[config.mk]
export PLATFORM = sky130hd
export DESIGN_NAME = digit_serial_addsub_flat
export DESIGN_NICKNAME = d
export VERILOG_FILES = /design/src/rtl/digit_serial_addsub_if.sv /design/src/rtl/digit_serial_addsub.sv /design/src/flat_wrapper.sv
export SDC_FILE = /design/constraint.sdc
export NUM_CORES = 1
export LEC_CHECK = 0
export CORE_MARGIN = 5
export CORE_UTILIZATION = 33
export CTS_CLUSTER_SIZE = 25
export DETAILED_ROUTE_END_ITERATION = 7
export PLACE_DENSITY_LB_ADDON = 0.25
export SLEW_MARGIN = 20
export SYNTH_ARGS = -nofsm -noshare
export SYNTH_HDL_FRONTEND = slang
export SYNTH_SLANG_ARGS = --single-unit
export TNS_END_PERCENT = 1
[constraint.sdc]
create_clock -name clk -period 4.2 [get_ports clk]
set_input_delay 0.63 -clock clk [delete_from_list [all_inputs] [get_ports clk]]
set_output_delay 0.63 -clock clk [all_outputs]
set_load 0.02 [all_outputs]
[src/rtl/digit_serial_addsub_if.sv]
// digit_serial_addsub_if: operand and result handshake bundle for digit_serial_addsub.
interface digit_serial_addsub_if #(parameter int WIDTH = 16);
    logic in_valid, in_ready, cin, sub;
    logic out_valid, out_ready, cout, ovf, busy;
    logic [WIDTH-1:0] a, b, sum;
    modport master(
        output in_valid, a, b, cin, sub, out_ready,
        input in_ready, out_valid, sum, cout, ovf, busy
    );
    modport slave(
        input in_valid, a, b, cin, sub, out_ready,
        output in_ready, out_valid, sum, cout, ovf, busy
    );
endinterface

[src/rtl/digit_serial_addsub.sv]
// digit_serial_addsub: digit-serial adder/subtractor reusing one DIGIT-wide adder over NDIG cycles.
module digit_serial_addsub #(
    parameter int WIDTH = 16,
    parameter int DIGIT = 4
) (
    input logic clk,
    input logic rst,
    digit_serial_addsub_if.slave bus
);
    localparam int NDIG = WIDTH / DIGIT;
    localparam int CW = NDIG > 1 ? $clog2(NDIG) : 1;
    typedef enum logic [1:0] {IDLE, RUN, DONE} state_t;
    state_t state, state_nx;
    logic [CW-1:0] cnt;
    logic [WIDTH-1:0] opa, opb, acc;
    logic carry, cout_q, ovf_q, last;
    logic [DIGIT:0] dsum;
    logic [WIDTH+DIGIT-1:0] sh;
    assign last = cnt == CW'(NDIG - 1);
    assign dsum = {1'b0, opa[DIGIT-1:0]} + {1'b0, opb[DIGIT-1:0]} + {{DIGIT{1'b0}}, carry};
    assign sh = {dsum[DIGIT-1:0], acc};
    assign bus.in_ready = state == IDLE;
    assign bus.out_valid = state == DONE;
    assign bus.busy = state != IDLE;
    assign bus.sum = acc;
    assign bus.cout = cout_q;
    assign bus.ovf = ovf_q;
    always_ff @(posedge clk) begin
        if (rst) state <= IDLE;
        else state <= state_nx;
    end
    always_comb begin
        state_nx = state;
        case (state)
            IDLE: if (bus.in_valid) state_nx = RUN;
            RUN: if (last) state_nx = DONE;
            DONE: if (bus.out_ready) state_nx = IDLE;
            default: state_nx = IDLE;
        endcase
    end
    // Subtraction is a + ~b + ~cin, so the inversion happens once at accept.
    always_ff @(posedge clk) begin
        if (rst) begin
            cnt <= '0;
            opa <= '0;
            opb <= '0;
            acc <= '0;
            carry <= 1'b0;
            cout_q <= 1'b0;
            ovf_q <= 1'b0;
        end else if (state == IDLE && bus.in_valid) begin
            opa <= bus.a;
            opb <= bus.sub ? ~bus.b : bus.b;
            carry <= bus.cin ^ bus.sub;
            cnt <= '0;
        end else if (state == RUN) begin
            acc <= sh[WIDTH+DIGIT-1:DIGIT];
            opa <= opa >> DIGIT;
            opb <= opb >> DIGIT;
            carry <= dsum[DIGIT];
            cnt <= cnt + 1'b1;
            if (last) begin
                cout_q <= dsum[DIGIT];
                // carry into the MSB is recovered from its sum bit and operands
                ovf_q <= dsum[DIGIT] ^ dsum[DIGIT-1] ^ opa[DIGIT-1] ^ opb[DIGIT-1];
            end
        end
    end
endmodule

[src/flat_wrapper.sv]
// flat-port wrapper written by rule: the top's interface ports become plain ports
module digit_serial_addsub_flat 
#(
    parameter int WIDTH = 16,
    parameter int DIGIT = 4
)
  (clk, rst, bus_in_valid, bus_a, bus_b, bus_cin, bus_sub, bus_out_ready, bus_in_ready, bus_out_valid, bus_sum, bus_cout, bus_ovf, bus_busy);
  digit_serial_addsub_if #(.WIDTH(WIDTH)) bus_i ();
  input logic clk;
  input logic rst;
  input wire logic [$bits(bus_i.in_valid)-1:0] bus_in_valid;
  input wire logic [$bits(bus_i.a)-1:0] bus_a;
  input wire logic [$bits(bus_i.b)-1:0] bus_b;
  input wire logic [$bits(bus_i.cin)-1:0] bus_cin;
  input wire logic [$bits(bus_i.sub)-1:0] bus_sub;
  input wire logic [$bits(bus_i.out_ready)-1:0] bus_out_ready;
  output wire logic [$bits(bus_i.in_ready)-1:0] bus_in_ready;
  output wire logic [$bits(bus_i.out_valid)-1:0] bus_out_valid;
  output wire logic [$bits(bus_i.sum)-1:0] bus_sum;
  output wire logic [$bits(bus_i.cout)-1:0] bus_cout;
  output wire logic [$bits(bus_i.ovf)-1:0] bus_ovf;
  output wire logic [$bits(bus_i.busy)-1:0] bus_busy;
  assign bus_i.in_valid = bus_in_valid;
  assign bus_i.a = bus_a;
  assign bus_i.b = bus_b;
  assign bus_i.cin = bus_cin;
  assign bus_i.sub = bus_sub;
  assign bus_i.out_ready = bus_out_ready;
  assign bus_in_ready = bus_i.in_ready;
  assign bus_out_valid = bus_i.out_valid;
  assign bus_sum = bus_i.sum;
  assign bus_cout = bus_i.cout;
  assign bus_ovf = bus_i.ovf;
  assign bus_busy = bus_i.busy;
  digit_serial_addsub #(.WIDTH(WIDTH), .DIGIT(DIGIT)) u_core (.clk(clk), .rst(rst), .bus(bus_i));
endmodule
======== Word-level counts from Yosys, hierarchy flattened ========
Cells that the tools add are included.
storage, ports and cells
  register bits after elaboration ......... 55
  word-level logic and storage cells ...... 42
  output and inout port bits .............. 21
operators by class
  mux-type cells .......................... 11
  add/subtract/negate cells ............... 3
  bitwise logic cells ..................... 6
  reductions and logical operators ........ 8
  eq/ne operators ......................... 6
operators with widths
  cell                   number
  $mux W16               5
  $not A16 Y16           1
  $mux W2                3
  $pmux W2 S3            1
  $reduce_and A3 Y1      2
  $add A4 B4 Y5          1
  $add A5 B1 Y5          1
  $eq A2 B2 Y1 const B   2
  $ne A2 B2 Y1 const B   2
  $reduce_bool A2 Y1     2
  $xor A1 B1 Y1          4
  $add A2 B1 Y2 const B  1
  $eq A2 B1 Y1 const B   1
  $logic_not A2 Y1       1
  $mux W1                2
  $ne A2 B1 Y1 const B   1
  $reduce_and A2 Y1      1
  $reduce_or A2 Y1       1
  $logic_and A1 B1 Y1    1
  $not A1 Y1             1

======== Logic depth before layout (Yosys ltp) ========
Gate-level depths: netlist of run 1.
  depth after elaboration ................. 5
  gate-level depth with buffers ........... 8

======== Least setup slack after synthesis of run 1 ========
No wires, ideal clock.
  path kind ............................... reg-to-reg
  from .................................... register u_core.carry
  to ...................................... register u_core.ovf_q (netlist: u_core.bus.ovf)
  clock period less this slack ............ 1855 ps
  path buffers ............................ 0
  cell stages (with the launch flop) ...... 9
  slack ................................... 2345 ps
  arrival ................................. 1768 ps
  cell sequence ........................... dfxtp_1 fa_1 inv_1 fa_1 nand2b_1 a21oi_1 xnor2_1 xnor2_1 o31ai_1
on the way
  longest elaborated chain between the ends .. 4
ends and longest elaborated chain
  element                     RTL line                   source
  start: declaration          digit_serial_addsub.sv:16  logic carry, cout_q, ovf_q, last;
  start signal: assignment    digit_serial_addsub.sv:54  carry <= bus.cin ^ bus.sub;
  start signal: assignment    digit_serial_addsub.sv:60  carry <= dsum[DIGIT];
  $add A5 B1 Y5               digit_serial_addsub.sv:20  assign dsum = {1'b0, opa[DIGIT-1:0]} + {1'b0, opb[DIGIT-1:0]} + {{DIGIT{1'b0}}, carry};
  $xor A1 B1 Y1 (3 in a row)  digit_serial_addsub.sv:65  ovf_q <= dsum[DIGIT] ^ dsum[DIGIT-1] ^ opa[DIGIT-1] ^ opb[DIGIT-1];
  end signal: assignment      digit_serial_addsub.sv:65
  end: declaration            digit_serial_addsub.sv:16
No other way between the ends.
A chain may end at the register's enable or synchronous reset.

======== Final worst setup path of run 1 ========
  from .................................... register u_core.state[1]
  to ...................................... output port bus_out_valid
on the way
  longest elaborated chain between the ends .. 1
ends and longest elaborated chain
  element                   RTL line                   source
  start: declaration        digit_serial_addsub.sv:13  state_t state, state_nx;
  start signal: assignment  digit_serial_addsub.sv:30  else state <= state_nx;
  $eq A2 B2 Y1              digit_serial_addsub.sv:23  assign bus.out_valid = state == DONE;
  end: declaration          flat_wrapper.sv:18         output wire logic [$bits(bus_i.out_valid)-1:0] bus_out_valid;
No other way between the ends.

==> results of run 1 <==
cell type report:
class | instances | area (sq um)
clock inverters | 2 | 37.5
multi-input cells | 209 | 1210
inverters | 4 | 15.0
flip-flops and latches | 55 | 1100
well taps | 99 | 124
repair buffers | 60 | 591
clock buffers | 5 | 68.8
fillers | 744 | 4110
sequential cells by signal, indices dropped and copies added, names as in the netlist:
signal,flops
u_core.bus.cout,1
u_core.bus.ovf,1
u_core.bus.sum,16
u_core.carry,1
u_core.cnt,2
u_core.opa,16
u_core.opb,16
u_core.state,2
worst max path at each step:
stage / depth (start not counted) / from / end
after global routing: 2 / u_core.state[1]$_SDFFE_PP0P_ / bus_out_valid
final: 2 / u_core.state[1]$_SDFFE_PP0P_ / bus_out_valid
after detailed placement: 6 / bus_sub / u_core.opb[1]$_SDFFE_PP0P_
after floorplan: 8 / u_core.carry$_SDFFE_PP0P_ / u_core.bus.ovf$_SDFFE_PP0P_
after global placement: 6 / bus_sub / u_core.opb[1]$_SDFFE_PP0P_
after CTS: 2 / u_core.state[1]$_SDFFE_PP0P_ / bus_out_valid
where the power goes:
part           leakage (nW)  internal, mW  switching, mW  total, mW
Clock                0.0502         0.174          0.167      0.341
Combinational         0.653        0.0908          0.101      0.192
Sequential            0.449         0.551         0.0232      0.574
Total                  1.15         0.816          0.291       1.11
cells in the mapped netlist:
| cell type | number |
|---|---|
| sky130_fd_sc_hd__ha_1 | 4 |
| sky130_fd_sc_hd__a22oi_1 | 28 |
| sky130_fd_sc_hd__a211oi_1 | 2 |
| sky130_fd_sc_hd__o31ai_1 | 1 |
| sky130_fd_sc_hd__xnor2_1 | 6 |
| sky130_fd_sc_hd__fa_1 | 2 |
| sky130_fd_sc_hd__and2_1 | 1 |
| sky130_fd_sc_hd__xor2_1 | 16 |
| sky130_fd_sc_hd__inv_1 | 4 |
| sky130_fd_sc_hd__clkbuf_1 | 8 |
| sky130_fd_sc_hd__buf_4 | 3 |
| sky130_fd_sc_hd__dfxtp_1 | 55 |
| sky130_fd_sc_hd__nand3_1 | 5 |
| sky130_fd_sc_hd__nor2b_1 | 3 |
| sky130_fd_sc_hd__nor2_1 | 34 |
| sky130_fd_sc_hd__nand2_1 | 47 |
| sky130_fd_sc_hd__a21o_1 | 1 |
| sky130_fd_sc_hd__buf_2 | 9 |
| sky130_fd_sc_hd__buf_6 | 4 |
| sky130_fd_sc_hd__a221oi_2 | 1 |
| sky130_fd_sc_hd__a21oi_1 | 47 |
| sky130_fd_sc_hd__nand2b_1 | 4 |
| sky130_fd_sc_hd__nand3b_1 | 1 |
| sky130_fd_sc_hd__nor3_1 | 3 |
| sky130_fd_sc_hd__mux2i_1 | 1 |
| sky130_fd_sc_hd__nor2_4 | 2 |
cell families (layout without fill, tap and decap cells):
family,count (synthesis),count (layout),share of synthesized area (%)
simple gates,100,100,17.2
xor+xnor,22,22,7.81
buf+inv,28,71,6.39
flops,55,55,44.6
compound gates,80,80,19.9
mux,1,1,0.406
fa+ha+maj,6,6,3.65
worst min-delay path, stage by stage (launching register included):
cell                      delay [ns]
sky130_fd_sc_hd__dfxtp_1        0.32
sky130_fd_sc_hd__nand2_1        0.05
sky130_fd_sc_hd__a21oi_1        0.05
per-stage QoR:
step	util [%]	worst slack (ns)
2_1_floorplan	-	2.35
3_3_place_gp	41.9	1.69
3_5_place_dp	41.9	1.65
4_1_cts	43.4	1.64
5_1_grt	43.4	1.51
6_report	43.4	1.64
metal layers:
layer | wire length [um] | track usage, %
met3 | 330 | 3.64
met1 | 2600 | 16.9
met2 | 2660 | 21.6
met5 | 0 | 0
met4 | 57 | 3.50
==> flow_summary.rst, run 1 <==
.. list-table::
   :header-rows: 1

   * - Metric
     - Value
   * - Status
     - complete, no violations
   * - Endpoint kind of the worst setup timing path
     - output port
   * - Startpoint Class
     - flip-flop
   * - DR vias/cell
     - 4.84
   * - CTS H-Tree Depth
     - 2
   * - Commonest non-fill, non-tap cell in the layout
     - sky130_fd_sc_hd__clkdlybuf4s50_1
   * - Number of clock sinks
     - 55
   * - Total non-filler cell area in the finished layout
     - about 3100 sq um
   * - Synthesized cell area
     - about 2500 sq um
   * - Share of the cycle needed by the critical path after routing
     - a little over 60%
   * - Vert. Die Dim
     - 96.4 um
   * - Detailed Place HPWL
     - about 3900 um
   * - CTS tree
     - done
   * - Number of nets produced by synthesis
     - 336
   * - Diodes inserted
     - 0
   * - Detailed Route Iter0 Violations
     - 97
   * - Register bit total from synthesis
     - 55
   * - Finish-stage setup viols
     - 0
   * - Power Density
     - between 300 and 400 nW/um^2
   * - Average wire per standard cell
     - roughly 13 um
   * - Data arrival time of the worst path
     - 1.93 ns
   * - Hold Crit Start
     - u_core.bus.sum[2]$_SDFFE_PP0P_
   * - Initial core utilization
     - approximately a third
   * - Peak supply drop
     - 0.176 mV
   * - Shortest period the worst path allows
     - between 2 and 3 ns
   * - Number of buffer cells added on primary ports
     - just under 60
   * - Kind of cell adding the most delay to the critical path
     - flip-flops
   * - Proportion of layout cells with a drive suffix above 1
     - under 10%
   * - Post-CTS clock slew at the launch and capture registers of the worst setup and hold paths
     - 0.10 ns
   * - Capture endpoint of the worst hold path
     - u_core.bus.sum[2]$_SDFFE_PP0P_
   * - Total Nets Final
     - around 380
   * - Initial antenna violation count
     - 0
   * - Slew at the pin with the worst max-slew slack
     - 1.01 ns
   * - Normalized max-slew margin
     - between 30% and 40%
   * - Synthesis-to-finish area growth
     - 27.6%
   * - Initial DRT Pass Iterations
     - 5
   * - Gate count of the mapped netlist
     - ~290
   * - Cell depth of the worst flop-to-flop path
     - 6
   * - Leak
     - 1.15 nW
   * - Count of different cell masters after synthesis
     - 26
   * - Count of antenna-violating nets left after detailed routing
     - 0
   * - Maximum number of buffers from clock root to sink
     - 2
   * - Fin Hold WS
     - between 0.4 and 0.5 ns
   * - Yosys warning total
     - 0
   * - Width of the chip
     - 96.4 um
   * - Post-layout instance count excluding filler cells
     - between 400 and 500
   * - Post-route setup TNS
     - 0 ns
   * - Total CTS buffers
     - 5
   * - Aggregate routed wire length
     - 5650 um
   * - Crit Path Max Fanout
     - 16
   * - Critical Path, Cell by Cell
     - nor2b_1, clkdlybuf4s50_1
   * - Number of cells traversed by the worst hold path
     - 2
   * - Syn avg cell area
     - approximately 8.4 sq um
   * - Number of cells upsized or downsized after cts
     - 0
   * - Die Footprint
     - between 9000 and 10000 sq um
   * - Final estimated routing congestion in global placement
     - about 0.77
   * - Final Total Pwr
     - 1.11 mW
   * - Top-area cell type share of the netlist area
     - 44.6%
   * - Wire length of the first global-routing pass
     - roughly 9500 um
   * - Setup repair after global routing missed its margin
     - false
   * - Largest net degree at the start of global routing
     - 57
   * - Commonest cells after routing, fill and taps aside
     - sky130_fd_sc_hd__clkdlybuf4s50_1, sky130_fd_sc_hd__dfxtp_1, sky130_fd_sc_hd__nand2_1, sky130_fd_sc_hd__a21oi_1, sky130_fd_sc_hd__nor2_1
   * - Required time reported for the critical path endpoint
     - 3.57 ns
   * - Startpoint of the worst-slack reg-to-reg timing path
     - u_core.state[0]$_SDFFE_PP0P_
   * - Cell taking the most area after synthesis
     - sky130_fd_sc_hd__dfxtp_1
   * - Achievable Freq
     - just under 400 MHz
   * - Number of hold-slack violations in the final timing report
     - 0
   * - Vias in the first global route
     - 2049
   * - Post-Route Skew
     - 0.00959 ns
   * - Count of standard-cell rows
     - 31
   * - Total DRC errors in the routed layout
     - 0
   * - Master of the slowest instance on the critical path
     - sky130_fd_sc_hd__dfxtp_1
   * - Sequential element share of the synthesized area
     - 44.6%
   * - Hold Path Class
     - reg2reg
   * - Number of maximum-capacitance violations
     - 0
   * - Latest clock arrival within the worst-skew pair
     - 0.31 ns
   * - I/O pin total
     - 59
   * - Ranking of synthesized cells by area
     - sky130_fd_sc_hd__dfxtp_1, sky130_fd_sc_hd__a21oi_1, sky130_fd_sc_hd__a22oi_1
   * - Type of the setup path with the least slack
     - reg2out
   * - Hold-fix buffers at CTS
     - 0
   * - R2r setup slk
     - 2.00 ns
   * - Floorplan core area
     - 7250 sq um
   * - Cell area after placement
     - roughly 3000 sq um
   * - Gr ovfl total
     - 0
   * - Buffer and inverter count on the worst path
     - 1
   * - Total count of max-transition violations in the final report
     - 0
   * - FF-to-FF End
     - u_core.opa[10]$_SDFFE_PP0P_
   * - Library cell used as clock root buffer
     - sky130_fd_sc_hd__clkbuf_8
   * - Setup repair bufs after CTS
     - 0
   * - Number of placed instances, taps included
     - between 400 and 500
   * - Biggest cell delay along the critical path
     - roughly 0.74 ns
   * - Detailed-route via count
     - around 2100
   * - GRT Overall Usage
     - a little over an eighth
(Power assumes the default switching activity.)
==> run 2, diff against run 1 <==
==> constraint.sdc (replaced) <==
create_clock -name clk -period 2.7 [get_ports clk]
set_input_delay 0.405 -clock clk [delete_from_list [all_inputs] [get_ports clk]]
set_output_delay 0.405 -clock clk [all_outputs]
set_load 0.02 [all_outputs]
==> run 2 against run 1 <==
Compared with the run above:
- cell count is 1.4% higher
- sequential share of layout area is 0.52 points lower
- largest power group unchanged
- non-clock buffer count is 5 higher
==> flow_summary.rst, run 2 (same netlist as run 1, synthesis figures left out) <==
.. list-table::
   :header-rows: 1

   * - Metric
     - Value
   * - Achievable Freq
     - ~460 MHz
   * - I/O pin total
     - 59 (unchanged)
   * - Pre-CTS WS
     - 0.589 ns (was 1.65 ns)
   * - Number of hold-slack violations in the final timing report
     - 0 (unchanged)
   * - R2r setup slk
     - 0.60 ns (was 2.00 ns)
   * - Hold-fix buffers at CTS
     - 0 (unchanged)
   * - Shortest period the worst path allows
     - 2.16 ns
   * - Type of the setup path with the least slack
     - reg2out (unchanged)
   * - Commonest non-fill, non-tap cell in the layout
     - sky130_fd_sc_hd__clkdlybuf4s50_1 (unchanged)
   * - Share of total power in the clock network
     - 32.0% (was 30.8%)
   * - Initial DRT Pass Iterations
     - 6 (was 5)
   * - Endpoint kind of the worst setup timing path
     - output port (unchanged)
   * - Leak
     - 1.19 nW (was 1.15 nW)
   * - Total DRC errors in the routed layout
     - 0 (unchanged)
   * - Power Density
     - 550 nW/um^2 (was 352 nW/um^2)
   * - Aggregate routed wire length
     - 5620 um (was 5650 um)
   * - Required time reported for the critical path endpoint
     - 2.30 ns (was 3.57 ns)
   * - Crit Path Max Fanout
     - 9 (was 16)
   * - Proportion of layout cells with a drive suffix above 1
     - 5.87% (was 4.18%)
   * - GRT Overall Usage
     - 13.2% (was 13.1%)
   * - Final Total Pwr
     - 1.76 mW (was 1.11 mW)
   * - Total CTS buffers
     - 5 (unchanged)
   * - Data arrival time of the worst path
     - 1.76 ns (was 1.93 ns)
   * - Share of total power consumed by net switching
     - 26.9% (was 26.3%)
   * - Fill cell instance count of the final layout
     - 767 (was 744)
   * - Largest net degree at the start of global routing
     - 42 (was 57)
   * - Latest clock arrival within the worst-skew pair
     - 0.31 ns (about the same)
   * - Gr ovfl total
     - 0 (unchanged)
   * - Library cell used as clock root buffer
     - sky130_fd_sc_hd__clkbuf_8 (unchanged)
   * - Total Nets Final
     - 384 (was 379)
   * - Normalized max-slew margin
     - 50.4% (was 32.9%)
   * - Synthesis-to-finish area growth
     - 29.5% (was 27.6%)
   * - Least setup slack across all paths after layout
     - 0.538 ns (was 1.64 ns)
   * - Post-layout instance count excluding filler cells
     - 440 (was 434)
   * - Number of buffer cells added on primary ports
     - 58 (unchanged)
   * - Vert. Die Dim
     - 96.4 um (unchanged)
   * - Vias in the first global route
     - 2095 (was 2049)
   * - Flop pwr share
     - 50.5% (was 51.8%)
   * - Slew at the pin with the worst max-slew slack
     - 0.744 ns (was 1.01 ns)
   * - Count of standard-cell rows
     - 31 (unchanged)
   * - Number of maximum-capacitance violations
     - 0 (unchanged)
   * - Initial antenna violation count
     - 0 (unchanged)
   * - Critical path startpoint
     - u_core.state[1]$_SDFFE_PP0P_ (unchanged)
   * - CTS H-Tree Depth
     - 2 (unchanged)
   * - Setup repair after global routing missed its margin
     - false (unchanged)
   * - Peak supply drop
     - 0.268 mV (was 0.176 mV)
   * - Count of antenna-violating nets left after detailed routing
     - 0 (unchanged)
   * - Post-Route Skew
     - 0.0129 ns (was 0.00959 ns)
   * - Number of clock sinks
     - 55 (unchanged)
   * - CTS tree
     - done (unchanged)
   * - Setup repair bufs after CTS
     - 0 (unchanged)
   * - Post-CTS clock slew at the launch and capture registers of the worst setup and hold paths
     - 0.11 ns (was 0.10 ns)
   * - Hold Path Class
     - reg2reg (unchanged)
   * - Net switching power of the design
     - 474 uW (was 291 uW)
   * - Average wire per standard cell
     - 12.8 um (was 13.0 um)
   * - DR vias/cell
     - 4.79 (was 4.84)
   * - Master of the slowest instance on the critical path
     - sky130_fd_sc_hd__clkdlybuf4s50_1 (was sky130_fd_sc_hd__dfxtp_1)
   * - FF-to-FF End
     - u_core.bus.ovf$_SDFFE_PP0P_ (was u_core.opa[10]$_SDFFE_PP0P_)
   * - Die Footprint
     - 9300 sq um (unchanged)
   * - Combinational fraction of design power
     - 17.6% (was 17.3%)
   * - Critical Path, Cell by Cell
     - buf_4, nor2_4, inv_1, clkdlybuf4s50_1 (was nor2b_1, clkdlybuf4s50_1)
   * - Width of the chip
     - 96.4 um (unchanged)
   * - Final estimated routing congestion in global placement
     - 0.760 (was 0.774)
   * - Diodes inserted
     - 0 (unchanged)
   * - Status
     - complete, no violations (unchanged)
   * - Share of the cycle needed by the critical path after routing
     - roughly four fifths
   * - Termination of the worst setup path
     - bus_busy (was bus_out_valid)
   * - Initial core utilization
     - 34.0% (unchanged)
   * - Number of placed instances, taps included
     - 432 (was 427)
   * - Number of cells upsized or downsized after cts
     - 0 (unchanged)
   * - Final Core Density
     - 44.0% (was 43.4%)
   * - Floorplan core area
     - 7250 sq um (unchanged)
   * - Post-route setup TNS
     - 0 ns (unchanged)
   * - Biggest cell delay along the critical path
     - 0.59 ns (was 0.74 ns)
   * - Startpoint Class
     - flip-flop (unchanged)
   * - Finish-stage setup viols
     - 0 (unchanged)
   * - Cell depth of the worst flop-to-flop path
     - 8 (was 6)
   * - Detailed Place HPWL
     - 3970 um (was 3880 um)
   * - Wire length of the first global-routing pass
     - 9670 um (was 9540 um)
   * - Pint
     - 1.28 mW (was 816 uW)
   * - Total count of max-transition violations in the final report
     - 0 (unchanged)
   * - Commonest cells after routing, fill and taps aside
     - sky130_fd_sc_hd__clkdlybuf4s50_1, sky130_fd_sc_hd__dfxtp_1, sky130_fd_sc_hd__nand2_1, sky130_fd_sc_hd__a21oi_1, sky130_fd_sc_hd__nor2_1 (unchanged)
   * - Startpoint of the worst-slack reg-to-reg timing path
     - u_core.carry$_SDFFE_PP0P_ (was u_core.state[0]$_SDFFE_PP0P_)
   * - Detailed-route via count
     - 2107 (was 2101)
   * - Detailed Route Iter0 Violations
     - 114 (was 97)
   * - Maximum number of buffers from clock root to sink
     - 2 (unchanged)
==> run 2: changes by cell type in the layout (fill, tap and decap cells not counted) <==
cell and change:
sky130_fd_sc_hd__clkinv_4 +1, sky130_fd_sc_hd__clkinvlp_4 -1, sky130_fd_sc_hd__inv_6 +1, sky130_fd_sc_hd__buf_4 +5
==> run 2: metrics by stage <==
stage                     cell area (sq um)  hold WS [ns]
after floorplan                        2470         0.437
after global placement                 3080         0.441
after detailed placement               3080         0.446
after CTS                              3190         0.461
after global routing                   3190         0.485
final                                  3190         0.459
==> run 2: worst max-delay path, delay by kind of cell, from the launching register on <==
family | cells | cell delay (ns)
DFF | 1 | 0.50
buffers and inverters | 3 | 0.87
and+or+nand+nor | 1 | 0.06
==> run 2: metal layers <==
layer | share of wire (%) | routed length (um) | track usage (%) | up-vias
met5 | 0 | 0 | 0 | -
met4 | 0.78 | 44 | 3.50 | 0
met3 | 4.6 | 257 | 3.25 | 5
met2 | 48 | 2710 | 22.2 | 42
met1 | 46 | 2610 | 16.7 | 982
li1 | - | - | - | 1078
==> run 2: cell type report <==
cell class | count | area [sq um] | share of cell area, %
multi-input combinational | 209 | 1210 | 37.9
sequential | 55 | 1100 | 34.5
timing repair buffer | 65 | 628 | 19.7
tap | 99 | 124 | 3.88
clock buffer | 5 | 68.8 | 2.15
clock inverter | 3 | 47.5 | 1.49
inverter | 4 | 15.0 | 0.470
==> run 2: worst min-delay path by stage <==
stage	from	endpoint	slack (ns)	cells after the start
2_1_floorplan	u_core.opa[10]$_SDFFE_PP0P_	u_core.opa[10]$_SDFFE_PP0P_	0.44	2
3_3_place_gp	u_core.bus.sum[3]$_SDFFE_PP0P_	u_core.bus.sum[3]$_SDFFE_PP0P_	0.44	2
3_5_place_dp	u_core.bus.sum[2]$_SDFFE_PP0P_	u_core.bus.sum[2]$_SDFFE_PP0P_	0.45	2
4_1_cts	u_core.opa[9]$_SDFFE_PP0P_	u_core.opa[9]$_SDFFE_PP0P_	0.46	2
5_1_grt	u_core.bus.sum[0]$_SDFFE_PP0P_	u_core.bus.sum[0]$_SDFFE_PP0P_	0.48	2
6_report	u_core.bus.sum[2]$_SDFFE_PP0P_	u_core.bus.sum[2]$_SDFFE_PP0P_	0.46	2
==> run 2: power by group through the flow <==
| stage | Clock, mW | Combinational, mW | Sequential [mW] |
|---|---|---|---|
| after floorplan | 0 | 0.207 | 0.904 |
| after global placement | 0 | 0.309 | 0.906 |
| after detailed placement | 0 | 0.313 | 0.906 |
| after CTS | 0.582 | 0.313 | 0.888 |
| after global routing | 0.612 | 0.352 | 0.894 |
| final | 0.562 | 0.309 | 0.888 |
